`src/rtl/uart_rx_pkg.sv`:
```
// Shared UART receiver definitions: sample-count limits, majority vote and
// the mid-bit sampling window shared with the RX edge counter.
package uart_rx_pkg;

  localparam int NSAMP_MAX = 7;

  typedef struct packed {
    logic maj;
    logic unanimous;
  } vote_t;

  typedef struct packed {
    logic [15:0] first;
    logic [15:0] last;
    logic        err;
  } window_t;

  function automatic logic nsamp_legal(input int n);
    return (n >= 1) && (n <= NSAMP_MAX) && ((n % 2) == 1);
  endfunction

  // Only the low n bits of samples take part in the vote.
  function automatic vote_t maj_vote(input logic [NSAMP_MAX-1:0] samples, input int n);
    vote_t v;
    int    ones;
    ones = 0;
    for (int i = 0; i < NSAMP_MAX; i++) begin
      if (i < n && samples[i]) ones++;
    end
    v.maj       = (ones > (n - 1) / 2);
    v.unanimous = (ones == 0) || (ones == n);
    return v;
  endfunction

  // Signed int arithmetic so that mid-half and prescale-1 never wrap.
  function automatic window_t window_bounds(input logic [15:0] prescale, input int n);
    window_t w;
    int      p;
    int      mid;
    int      half;
    p       = int'(prescale);
    mid     = p / 2;
    half    = (n - 1) / 2;
    w.err   = (mid < half) || (mid + half > p - 1) || (p < 2);
    w.first = w.err ? 16'd0 : 16'(mid - half);
    w.last  = w.err ? 16'd0 : 16'(mid + half);
    return w;
  endfunction

endpackage

```
`src/rtl/uart_rx_sampler_n_if.sv`:
```
// Sampling handshake between the RX control FSM (master) and the bit sampler (slave).
interface uart_rx_sampler_n_if #(
  parameter int EDGE_W = 5
);
  logic              data_samp_en;
  logic [EDGE_W-1:0] edge_cnt;
  logic              sampled_bit;
  logic              bit_ready;
  logic              noise_flag;

  modport master (
    output data_samp_en, edge_cnt,
    input  sampled_bit, bit_ready, noise_flag
  );

  modport slave (
    input  data_samp_en, edge_cnt,
    output sampled_bit, bit_ready, noise_flag
  );
endinterface

```
`src/rtl/uart_rx_sync.sv`:
```
// RX_IN synchronizer: STAGES flops reset to the idle-high line level.
module uart_rx_sync #(
  parameter int STAGES = 2
) (
  input  logic CLK,
  input  logic RST,
  input  logic din,
  output logic dout
);

  if (STAGES == 0) begin : g_bypass
    assign dout = din;
  end else begin : g_chain
    logic [STAGES-1:0] chain_reg;

    for (genvar gi = 0; gi < STAGES; gi++) begin : g_stage
      if (gi == 0) begin : g_head
        always_ff @(posedge CLK or negedge RST) begin
          if (!RST) chain_reg[gi] <= 1'b1;
          else      chain_reg[gi] <= din;
        end
      end else begin : g_tail
        always_ff @(posedge CLK or negedge RST) begin
          if (!RST) chain_reg[gi] <= 1'b1;
          else      chain_reg[gi] <= chain_reg[gi-1];
        end
      end
    end

    assign dout = chain_reg[STAGES-1];
  end

endmodule

```
`src/rtl/uart_rx_sampler_n.sv`:
```
// Oversampling bit sampler: captures NSAMP samples around the bit midpoint,
// emits the majority bit with a ready pulse and tracks noisy windows.
module uart_rx_sampler_n
  import uart_rx_pkg::*;
#(
  parameter int PRESCALE_W  = 6,
  parameter int EDGE_W      = 5,
  parameter int NSAMP       = 3,
  parameter int SYNC_STAGES = 2,
  parameter int NOISE_CNT_W = 8
) (
  input  logic                   CLK,
  input  logic                   RST,
  input  logic                   RX_IN,
  input  logic [PRESCALE_W-1:0]  Prescale,
  input  logic                   noise_clr,
  uart_rx_sampler_n_if.slave     samp,
  output logic [NOISE_CNT_W-1:0] noise_cnt,
  output logic                   cfg_err
);

  localparam logic NSAMP_OK = nsamp_legal(NSAMP);
  // An illegal NSAMP keeps the datapath sized for one slot and holds cfg_err high.
  localparam int   NS       = NSAMP_OK ? NSAMP : 1;

  logic                   rx_s;
  window_t                win;
  logic [EDGE_W-1:0]      edge_cur;
  logic [15:0]            edge_ext;
  logic                   capture_en;
  logic [NS-1:0]          hit;
  logic [NS-1:0]          slots_reg;
  logic [NS-1:0]          valid_reg;
  logic [NSAMP_MAX-1:0]   vote_vec;
  logic                   is_last;
  logic                   window_full;
  logic                   noisy_vote;
  vote_t                  vote;
  logic                   sampled_bit_reg;
  logic                   bit_ready_reg;
  logic                   noise_flag_reg;
  logic [NOISE_CNT_W-1:0] noise_cnt_reg;

  uart_rx_sync #(.STAGES(SYNC_STAGES)) u_sync (
    .CLK  (CLK),
    .RST  (RST),
    .din  (RX_IN),
    .dout (rx_s)
  );

  assign win        = window_bounds(16'(Prescale), NS);
  assign cfg_err    = win.err || !NSAMP_OK;
  assign edge_cur   = samp.edge_cnt;
  assign edge_ext   = 16'(edge_cur);
  assign capture_en = samp.data_samp_en && !cfg_err;

  for (genvar gi = 0; gi < NS; gi++) begin : g_slot
    assign hit[gi] = capture_en && (edge_ext == win.first + 16'(gi));
  end

  // The top slot always comes straight from rx_s so the last sample is never stale.
  for (genvar gi = 0; gi < NSAMP_MAX; gi++) begin : g_vote
    if (gi == NS - 1) begin : g_live
      assign vote_vec[gi] = rx_s;
    end else if (gi < NS - 1) begin : g_stored
      assign vote_vec[gi] = slots_reg[gi];
    end else begin : g_unused
      assign vote_vec[gi] = 1'b0;
    end
  end

  assign is_last     = hit[NS-1];
  assign window_full = &(valid_reg | hit);
  assign vote        = maj_vote(vote_vec, NS);
  assign noisy_vote  = is_last && window_full && !vote.unanimous;

  always_ff @(posedge CLK or negedge RST) begin
    if (!RST) begin
      slots_reg       <= '1;
      valid_reg       <= '0;
      sampled_bit_reg <= 1'b1;
      bit_ready_reg   <= 1'b0;
      noise_flag_reg  <= 1'b0;
    end else begin
      bit_ready_reg  <= 1'b0;
      noise_flag_reg <= 1'b0;
      if (!samp.data_samp_en) begin
        valid_reg <= '0;
      end else if (is_last) begin
        valid_reg <= '0;
        if (window_full) begin
          sampled_bit_reg <= vote.maj;
          bit_ready_reg   <= 1'b1;
          noise_flag_reg  <= !vote.unanimous;
        end
      end else if (|hit) begin
        // Landing on the first slot opens a fresh window, dropping any leftovers.
        valid_reg <= (hit[0] ? '0 : valid_reg) | hit;
        slots_reg <= (slots_reg & ~hit) | (hit & {NS{rx_s}});
      end
    end
  end

  always_ff @(posedge CLK or negedge RST) begin
    if (!RST) begin
      noise_cnt_reg <= '0;
    end else if (noise_clr) begin
      noise_cnt_reg <= '0;
    end else if (noisy_vote && (noise_cnt_reg != '1)) begin
      noise_cnt_reg <= noise_cnt_reg + 1'b1;
    end
  end

  assign samp.sampled_bit = sampled_bit_reg;
  assign samp.bit_ready   = bit_ready_reg;
  assign samp.noise_flag  = noise_flag_reg;
  assign noise_cnt        = noise_cnt_reg;

endmodule

```
`src/flat_wrapper.sv`:
```
// flat-port wrapper written by rule: the top's interface ports become plain ports
module uart_rx_sampler_n_flat import uart_rx_pkg::*;
#(
  parameter int PRESCALE_W  = 6,
  parameter int EDGE_W      = 5,
  parameter int NSAMP       = 3,
  parameter int SYNC_STAGES = 2,
  parameter int NOISE_CNT_W = 8
)
  (CLK, RST, RX_IN, Prescale, noise_clr, noise_cnt, cfg_err, samp_data_samp_en, samp_edge_cnt, samp_sampled_bit, samp_bit_ready, samp_noise_flag);
  uart_rx_sampler_n_if #(.EDGE_W(EDGE_W)) samp_i ();
  input  logic CLK;
  input  logic RST;
  input  logic RX_IN;
  input  logic [PRESCALE_W-1:0] Prescale;
  input  logic noise_clr;
  output logic [NOISE_CNT_W-1:0] noise_cnt;
  output logic cfg_err;
  input wire logic [$bits(samp_i.data_samp_en)-1:0] samp_data_samp_en;
  input wire logic [$bits(samp_i.edge_cnt)-1:0] samp_edge_cnt;
  output wire logic [$bits(samp_i.sampled_bit)-1:0] samp_sampled_bit;
  output wire logic [$bits(samp_i.bit_ready)-1:0] samp_bit_ready;
  output wire logic [$bits(samp_i.noise_flag)-1:0] samp_noise_flag;
  assign samp_i.data_samp_en = samp_data_samp_en;
  assign samp_i.edge_cnt = samp_edge_cnt;
  assign samp_sampled_bit = samp_i.sampled_bit;
  assign samp_bit_ready = samp_i.bit_ready;
  assign samp_noise_flag = samp_i.noise_flag;
  uart_rx_sampler_n #(.PRESCALE_W(PRESCALE_W), .EDGE_W(EDGE_W), .NSAMP(NSAMP), .SYNC_STAGES(SYNC_STAGES), .NOISE_CNT_W(NOISE_CNT_W)) u_core (.CLK(CLK), .RST(RST), .RX_IN(RX_IN), .Prescale(Prescale), .noise_clr(noise_clr), .samp(samp_i), .noise_cnt(noise_cnt), .cfg_err(cfg_err));
endmodule
```
`config.mk`:
```
export PLATFORM = sky130hd
export DESIGN_NAME = uart_rx_sampler_n_flat
export DESIGN_NICKNAME = d
export VERILOG_FILES = /design/src/rtl/uart_rx_pkg.sv /design/src/rtl/uart_rx_sampler_n_if.sv /design/src/rtl/uart_rx_sync.sv /design/src/rtl/uart_rx_sampler_n.sv /design/src/flat_wrapper.sv
export SDC_FILE = /design/constraint.sdc
export NUM_CORES = 1
export LEC_CHECK = 0
export ABC_AREA = 1
export ABC_CLOCK_PERIOD_IN_PS = 2400
export BUFFER_PORTS_ARGS = -buffer_cell sky130_fd_sc_hd__buf_2
export CAP_MARGIN = 10
export CORE_MARGIN = 8
export CORE_UTILIZATION = 52
export DETAILED_ROUTE_END_ITERATION = 10
export PLACE_DENSITY = 0.76
export SLEW_MARGIN = 25
export SYNTH_ARGS = -nofsm -noshare
export SYNTH_HDL_FRONTEND = slang
export SYNTH_SLANG_ARGS = --single-unit
```
`constraint.sdc`:
```
create_clock -name CLK -period 2.4 [get_ports CLK]
set_input_delay 0.36 -clock CLK [delete_from_list [all_inputs] [get_ports CLK]]
set_output_delay 0.36 -clock CLK [all_outputs]
set_load 0.02 [all_outputs]
```
======== Word level (Yosys, flattened, before mapping) ========
Cells that the tools add are included.
storage, ports and cells
  input bits .............................. 16
  register bits after elaboration ......... 19
cells by class
  reduce and logical (&&, ||, !) cells .... 18
  mux-type cells .......................... 16
  magnitude comparators ................... 4
  equality and inequality tests ........... 6
  add/sub/neg operators ................... 8
  bitwise gates (word level) .............. 7
operators by type and width
  operator                                               number
  two-way mux 32 bit                                     2
  equality test 5 x 16 -> 1 bit                          3
  adder 32 x 2 -> 32 bit (second input constant)         1
  equality test 32 x 3 -> 1 bit (second input constant)  1
  > comparator 32 x 2 -> 1 bit (second input constant)   1
  > comparator 32 bit                                    1
  zero test 32 bit                                       1
  adder 16 x 1 -> 16 bit (second input constant)         1
  adder 16 x 2 -> 16 bit (second input constant)         1
  two-way mux 16 bit                                     1
  two-way mux 8 bit                                      2
  two-way mux 3 bit                                      4
  bitwise OR 3 bit                                       3
  adder 8 x 1 -> 8 bit (second input constant)           1
  != test 8 bit (second input constant)                  1
  logical AND 1 bit                                      7
  two-way mux 1 bit                                      7
  subtractor 6 x 1 -> 7 bit (second input constant)      1
  adder 5 x 1 -> 6 bit (second input constant)           1
  AND 3 bit                                              2
  < comparator 6 x 2 -> 1 bit (second input constant)    1
  AND reduction 3 bit                                    2
  subtractor 5 x 1 -> 6 bit (second input constant)      1
  < comparator 5 x 1 -> 1 bit (second input constant)    1
  other kinds (9)                                        12

======== Logic depth before layout (Yosys ltp) ========
Gate-level depths: netlist of the first run.
  word-level depth ........................ 15
  depth in mapped cells ................... 33
  gate-level depth less buffers ........... 33

======== Hierarchy ========
Synthesis of the first run repeated with hierarchy kept, for this count alone.
unflattened totals
  cells, all modules ...................... 272
  area, all modules ....................... 1948.1 um2
modules (own cells, without submodules)
  module             area an instance (um2)  times used  cells an instance
  uart_rx_sampler_n  1895.6                  1           270
  uart_rx_sync       52.6                    1           2

======== Least setup slack after synthesis of the first run ========
OpenSTA, ideal clock, no wires.
  path kind ............................... input to register
  start point ............................. in Prescale[1]
  end point ............................... reg u_core.noise_cnt_reg[0], in the netlist u_core.noise_cnt[0]
  arrival ................................. 3.577 ns
  stages on the path ...................... 31
  library setup time ...................... 0.118 ns
  buffers on the path ..................... 0
  path slack .............................. -1.295 ns
  path through ............................ inv_1 ha_1 nand2_1 nor2_1 nand2_1 xor2_1 ha_1 a21oi_1 nand2_1 inv_1 nand2_2 nand2_4 nand3_1 inv_1 ha_1 inv_1 nor3_1 inv_1 ha_1 o211ai_1 nor4_1 nand3_1 nor2_1 nand2_1 nor2_1 nand2_1 inv_2 nand4_4 nand2_4 nand2_1 nand2_1
between the ends
  longest elaborated chain between the ends .. 14
  elaborated cells between the ends (all ways) .. 25
  those cells by class .................... 5 x add/sub; 3 x order compare; 3 x eq/ne; 1 x mux; 1 x bitwise; 12 x reduce/logical
ends and longest elaborated chain
  what                                                               RTL line                  source
  start: declaration                                                 flat_wrapper.sv:15        input logic [PRESCALE_W-1:0] Prescale;
  subtractor 6 x 1 -> 7 bit or adder 5 x 1 -> 6 bit (tied branches)  uart_rx_pkg.sv:44         w.err = (mid < half) || (mid + half > p - 1) || (p < 2);
  > comparator 32 bit                                                uart_rx_pkg.sv:44
  logical OR 1 bit (2 in series)                                     uart_rx_pkg.sv:44
  two-way mux 16 bit                                                 uart_rx_pkg.sv:45         w.first = w.err ? 16'd0 : 16'(mid - half);
  adder 16 x 1 -> 16 bit or adder 16 x 2 -> 16 bit (tied branches)   uart_rx_sampler_n.sv:58   assign hit[gi] = capture_en && (edge_ext == win.first + 16'(gi));
  equality test 5 x 16 -> 1 bit                                      uart_rx_sampler_n.sv:58
  logical AND 1 bit                                                  uart_rx_sampler_n.sv:58
  bitwise OR 3 bit                                                   uart_rx_sampler_n.sv:73   assign window_full = &(valid_reg | hit);
  AND reduction 3 bit                                                uart_rx_sampler_n.sv:73
  logical AND 1 bit * (2 in series)                                  uart_rx_sampler_n.sv:75   assign noisy_vote = is_last && window_full && !vote.unanimous;
  logical AND 1 bit *                                                uart_rx_sampler_n.sv:109  end else if (noisy_vote && (noise_cnt_reg != '1)) begin
  nonzero test 2 bit (no source line) *                              -
  end signal: assignment                                             uart_rx_sampler_n.sv:110  noise_cnt_reg <= noise_cnt_reg + 1'b1;
  end: declaration                                                   uart_rx_sampler_n.sv:42   logic [NOISE_CNT_W-1:0] noise_cnt_reg;
Every way passes the cells marked *; elsewhere a longest branch is shown, timed or not.
A chain may end at the register's enable or synchronous reset.

======== Final worst setup path of the first run ========
  start point ............................. in Prescale[1]
  end point ............................... reg u_core.noise_cnt_reg[5], in the netlist u_core.noise_cnt[5]
Same word-level chain as after synthesis.

==> results of run 1 <==
## final cells by class
class                   count  area share [%]
multi-input cells         220            55.4
repair buffers             80            20.0
flip-flops and latches     17            15.1
inverters                  40            5.85
well taps                  48            2.10
clock buffers               4            1.57
## report_power, final
group	internal [uW]	leakage (uW)	switching [uW]
clock network	118	0.0000228	94.5
logic	246	0.00126	333
registers	310	0.000217	14.8
## per-layer routing
metal  global-route usage [%]  part of all wire (%)
met2                     31.4                    53
met1                     19.8                    40
met5                        0                     0
met3                     1.75                   3.9
met4                     11.2                   3.1
## kinds of logic after synthesis
logic type / after synthesis / synth area share (%)
compound gates: 18 / 5.64
xor+xnor: 14 / 7.32
fa+ha+maj: 24 / 15.9
buf+inv: 44 / 10.0
flops: 17 / 22.3
other cells: 2 / 0.389
simple gates: 152 / 38.3
## stage by stage
stage,utilization (%),TNS [ns],cells,setup slack (ns),instance area (sq um)
2_1_floorplan,-,-16.51,280,-1.32,2050
3_3_place_gp,68.8,-19.95,388,-1.49,2480
3_5_place_dp,68.8,-21.29,388,-1.60,2480
4_1_cts,76.4,-14.11,405,-1.07,2760
5_1_grt,79.5,-19.67,409,-1.44,2870
6_report,79.5,-16.33,409,-1.20,2870
## worst paths after layout
kind                                                           end                               start  cells past startpoint  slack (ns)
worst max-delay path                           u_core.noise_cnt[5]                         Prescale[1]                     31       -1.20
worst min-delay path                           u_core.noise_cnt[1]                                 RST                      1        0.02
worst max register to register                 u_core.noise_cnt[5]                            register                      8        0.30
worst min register to register                  u_core.u_sync.dout  u_core.u_sync.g_chain.chain_reg[0]                      0        0.35
max in group asynchronous               asynchronous set/reset pin                                 RST                      1        2.07
min in group CLK                u_core.u_sync.g_chain.chain_reg[0]                               RX_IN                      1        0.20
## critical path, delay by kind of cell
kind	cells	cell delay, ns
xor+xnor	1	0.14
simple gates	18	1.58
buf+inv	7	0.73
fa+ha+maj	3	0.75
compound gates	2	0.18
## timing repair
| item | CTS | global route |
|---|---|---|
| gates resized for setup | 31 | 19 |
| setup buffers | 12 | 4 |
| hold endpoints to repair | 0 | 0 |
| endpoints found under the setup margin | 16 | 16 |
| gates cloned | 1 | 0 |
| pin swaps | 23 | 5 |
## cells in the final DEF (no fill, tap or decap), drive strengths merged
master    netlist  final
o21ai           7      7
or2             1      1
nor4            2      2
inv            39     37
nand2          79     79
o211ai          2      2
nor2           24     24
conb            2     11
nand3          31     31
nand4          12     13
dfstp           5      5
dfrtp          12     12
xor2           13     13
xnor2           1      1
nor3            3      3
a21boi          1      1
clkinvlp        0      2
buf             4     80
clkbuf          0      4
a21oi           8      8
fa              1      1
ha             23     23
clkinv          1      1
==> results.json, run 1 <==
{
  "whs_ns": 0.0160,
  "crit_slowest_cell": "ha_1",
  "synth_common_cells": "nand2_1 (71), inv_1 (37), nand3_1 (27)",
  "die_h_um": 77.0,
  "drt-initial-drc-count": 131,
  "clk_latency_ns": 0.25,
  "dieArea_sq_um": 5920,
  "cp-start-kind": "primary input",
  "multi_input_area_sq_um": 1590,
  "yosysWarnings": 0,
  "cap_viol_max_count": 0,
  "grt_pass1_wl_um": 8940,
  "end_kind": "register",
  "drc_errors": 0,
  "min-delay-path-class": "in -> async",
  "critPathKind": "in -> reg",
  "crit_path_max_incr_delay_ns": 0.28,
  "htree_levels": 1,
  "nets": 402,
  "status": "finished, violations left",
  "antenna_found_initial": 0,
  "synth_top_flop_cell": "dfrtp_1",
  "place.gp.congestion": 0.914,
  "viasPerCell": 5.17,
  "start_util_pct": 53.6,
  "die_x_um": 77.0,
  "totalPowerFinal_uw": 1120,
  "path_clk_slew_ns": 0.07,
  "regArea_sq_um": 432,
  "fin_crit_ns": 3.60,
  "dr.pass1.iters": 4,
  "grt_pass1_vias": 2082,
  "synth_edf_count": 0,
  "period_share_pct": 150,
  "cp_data_required_time_ns": 2.54,
  "post_drt_wl_per_cell_um": 13.5,
  "diodes": 0,
  "synthArstFlopShare_pct": 100,
  "violations": "setup timing",
  "synthCells": 271,
  "leakage_uw": 0.00150,
  "yosys.area.top_type": "dfrtp_1",
  "detailed_place_hpwl_um": 3610,
  "syn_area_per_cell_sq_um": 7.13,
  "drt-total-wl_um": 5510,
  "setup_viol": 16,
  "arrival_ns": 3.74,
  "yosysTopAreaCellShare_pct": 15.5,
  "synth-seq-cells": 17,
  "fin_worst_skew_ns": 0.00629,
  "power_density_nw_per_um2": 389,
  "numPortBuffers": 27,
  "final_max_slew_viol_count": 0,
  "rsz0062_at_grt": "true",
  "grt-ovfl-total": 0,
  "syn_area_sq_um": 1930,
  "grt_max_degree": 18,
  "numCtsBuffers": 3,
  "nFillCells": 249,
  "cts_root_buf": "clkbuf_8",
  "core.rowCount": 22,
  "areaGrowthSynthToFinish_pct": 48.4,
  "cts_max_path_buffers": 2,
  "core_sq_um": 3610,
  "synth_area_leaders": "dfrtp_1 (16%), ha_1 (15%), nand2_1 (14%)",
  "fmax_mhz": 278,
  "cts_tree": "done",
  "yosysUniqueCellTypes": 35,
  "synth.most_common_cell": "nand2_1",
  "worst_slack_ns": -1.20,
  "cts.sinks": 17,
  "drive_gt1_share_pct": 42.4,
  "ys_seq_area_share_pct": 22.3,
  "peakVddDrop_uv": 238,
  "ctsHoldBuffers": 0,
  "path_max_fanout": 9,
  "vias": 2116,
  "finalHoldViolCount": 0,
  "postRouteAntennaNets": 0,
  "ioPinCount": 28,
  "grt_use_total_pct": 17.7
}
Power figures use the tool's default switching activity.
==> run 2: changes to the inputs <==
- ABC_AREA: 1 -> 0
- PLACE_DENSITY: 0.76 -> 0.77
==> run 2 against run 1 <==
  * The flow still finishes with violations (setup timing)
  * Clock power fell by 26%
  * Via count down 14%
  * Clock-buffer cell count did not move
  * Sequential share of layout area is essentially flat
  * First-iteration DRC count decreased by 50%
  * Die area decreased by 1.1%
  * Utilization up 0.58 points
  * Fmax fell by 11%
  * Non-clock buffer count is 8 higher
  * Combinational power grew 8.1%
  * Area after synthesis down 1.4%
  * Sequential power fell by 4%
==> results.json, run 2 <==
{
  "status": "finished, violations left",
  "violations": "setup timing",
  "final_cells": 349,
  "yosys.area.top_type": "dfrtp_1",
  "nets": 342,
  "cts_tree": "done",
  "dieArea_sq_um": 5860,
  "synth_top_flop_cell": "dfrtp_1",
  "synth_compound_area_share_pct": 10.8,
  "syn_area_sq_um": 1910,
  "drc_errors": 0,
  "p_sw_uw": 410,
  "seqPwrFrac_pct": 28.6,
  "cts_root_buf": "clkbuf_4",
  "start_util_pct": 53.3,
  "power_density_nw_per_um2": 383,
  "leakage_uw": 0.00130,
  "worst_slack_ns": -1.64,
  "drt-initial-drc-count": 65,
  "rsz0062_at_grt": "true",
  "synthSimpleGateAreaFrac_pct": 27.4,
  "grt_pass1_vias": 1918,
  "numCtsBuffers": 3,
  "yosysWarnings": 0,
  "grt_use_total_pct": 17.5,
  "cts_max_path_buffers": 2,
  "synthCells": 210,
  "synth.most_common_cell": "ha_1",
  "cp-start-kind": "primary input",
  "clk_latency_ns": 0.29,
  "fin_worst_skew_ns": 0.00214,
  "synthArstFlopShare_pct": 100,
  "cp_data_required_time_ns": 2.59,
  "dr.pass1.iters": 4,
  "ys_seq_area_share_pct": 22.7,
  "intPower_uw": 686,
  "grt_max_degree": 18,
  "synth_area_leaders": "dfrtp_1 (16%), ha_1 (15%), xnor2_1 (8.7%)",
  "areaGrowthSynthToFinish_pct": 50.4,
  "wl_met1_um": 1940,
  "postRouteAntennaNets": 0,
  "drt-total-wl_um": 5130,
  "final_max_slew_viol_count": 0,
  "top_layer_used": "met4",
  "r2r_slack_ns": -0.46,
  "fmax_mhz": 247,
  "synth_top_family_by_area": "simple AND/OR/NAND/NOR gates",
  "synth_mux_area_share_pct": 3.48,
  "p_comb_share_pct": 57.1,
  "yosysTopAreaCellShare_pct": 15.8,
  "route.met3.wl_um": 166,
  "syn_area_per_cell_sq_um": 9.07,
  "antenna_found_initial": 0,
  "grt_pass1_wl_um": 8580,
  "power.share.clock_pct": 14.3,
  "post_drt_wl_per_cell_um": 14.7,
  "cts.sinks": 17,
  "endpoint": "u_core.noise_cnt[5]",
  "synth_common_cells": "ha_1 (23), xnor2_1 (19), nand2_1 (16)",
  "finalHoldViolCount": 0,
  "core.rowCount": 22,
  "min-delay-path-class": "in -> reg",
  "ioPinCount": 28,
  "viasPerCell": 5.21,
  "synth_edf_count": 0,
  "post-place-cells": 332,
  "end_kind": "register",
  "r2r-end": "u_core.noise_cnt[6]",
  "diodes": 0,
  "mostFrequentLayoutCell": "buf_4",
  "crit_start": "Prescale[1]",
  "critPathKind": "in -> reg",
  "whs_ns": 0.152,
  "yosysUniqueCellTypes": 55,
  "vias": 1820,
  "die_h_um": 76.5,
  "path_max_fanout": 6,
  "cap_viol_max_count": 0,
  "worstRegToRegCells": 8,
  "synth-seq-cells": 17,
  "drive_gt1_share_pct": 48.8,
  "detailed_place_hpwl_um": 3850,
  "netSwitchingFraction_pct": 37.4,
  "path_clk_slew_ns": 0.10,
  "core_sq_um": 3580,
  "fin_crit_ns": 4.04,
  "synth_fa_ha_area_share_pct": 16.2,
  "htree_levels": 1,
  "grt-ovfl-total": 0,
  "peakVddDrop_uv": 212,
  "wl_met2_um": 2870,
  "setup_viol": 16,
  "layout_common_cells": "buf_4 (52), buf_2 (24), xnor2_1 (19), ha_1 (19), dfrtp_1 (12)",
  "period_share_pct": 168,
  "arrival_ns": 4.23,
  "die_x_um": 76.5,
  "synthXorXnorAreaFrac_pct": 13.1,
  "numPortBuffers": 27,
  "place.gp.congestion": 0.836
}
-- run 2: power by group through the flow --
| stage | combinational [uW] | sequential [uW] | clock [uW] |
|---|---|---|---|
| CTS | 597 | 313 | 160 |
| global route | 678 | 314 | 173 |
| detailed placement | 538 | 318 | 0 |
| global placement | 524 | 317 | 0 |
| floorplan | 358 | 317 | 0 |
| finish | 626 | 313 | 157 |
-- run 2: metal layers --
metal / vias to the layer above / GRT usage [%]
met5: - / 0
met4: 0 / 8.27
met3: 12 / 3.07
met2: 40 / 33.2
met1: 857 / 17.9
li1: 911 / -
-- run 2: layout make-up --
cell class	instances	area, sq um
multi-input cells	181	1640
clock buffers	4	26.3
fillers	225	713
repair buffers	88	657
inverters	11	51.3
flip-flops and latches	17	432
well taps	48	60.1
-- run 2: critical path: stages --
cell,delay [ns]
buf_8,0.11
inv_8,0.05
ha_4,0.15
nand2b_4,0.06
nor2_4,0.11
nand2_2,0.06
xor2_1,0.14
ha_1,0.32
a21oi_2,0.19
o211ai_1,0.15
a22o_4,0.32
nor2_4,0.11
ha_4,0.15
nand2_2,0.04
or4_4,0.48
inv_2,0.08
nand2_1,0.06
ha_1,0.27
nand4b_1,0.12
nor4b_2,0.06
nand4_1,0.13
nor4_4,0.06
nor2_4,0.20
nor4_1,0.11
mux2_1,0.32
-- run 2: worst min-delay path by stage --
stage / start / endpoint / slack [ns] / depth (start not counted)
after floorplan: RST / u_core.noise_cnt[0] / 0.06 / 0
after global placement: RST / u_core.samp.noise_flag / 0.30 / 1
after detailed placement: RST / u_core.samp.bit_ready / 0.30 / 1
after CTS: RX_IN / u_core.u_sync.g_chain.chain_reg[0] / 0.15 / 1
after global routing: RX_IN / u_core.u_sync.g_chain.chain_reg[0] / 0.14 / 1
final: RX_IN / u_core.u_sync.g_chain.chain_reg[0] / 0.15 / 1
-- run 2: repair_timing --
item / in CTS / in global routing
gates resized for setup: 25 / 24
hold buffers: 1 / 0
setup endpoints to repair: 16 / 16
endpoints found under the hold margin: 12 / 0
setup buffers: 7 / 5
pin swaps: 16 / 5
-- run 2: cell families after synthesis --
kind of cell             count (synthesis)
adder cells (fa/ha/maj)                 24
XOR/XNOR                                27
AO/OA/AOI/OAI                           28
AND/OR/NAND/NOR                         85
buffers and inverters                   21
multiplexers                             6
flip-flops                              17
other                                    2
-- run 2: stage by stage --
stage / power (uW) / cell area, sq um / util (%) / setup TNS [ns] / setup WS (ns)
final: 1100 / 2870 / 80.1 / -21.79 / -1.64
after global routing: 1160 / 2870 / 80.1 / -24.52 / -1.85
after CTS: 1070 / 2730 / 76.2 / -20.97 / -1.58
after detailed placement: 857 / 2530 / 70.6 / -27.85 / -2.10
after global placement: 841 / 2530 / 70.6 / -25.24 / -1.92
after floorplan: 674 / 2060 / - / -34.14 / -2.77
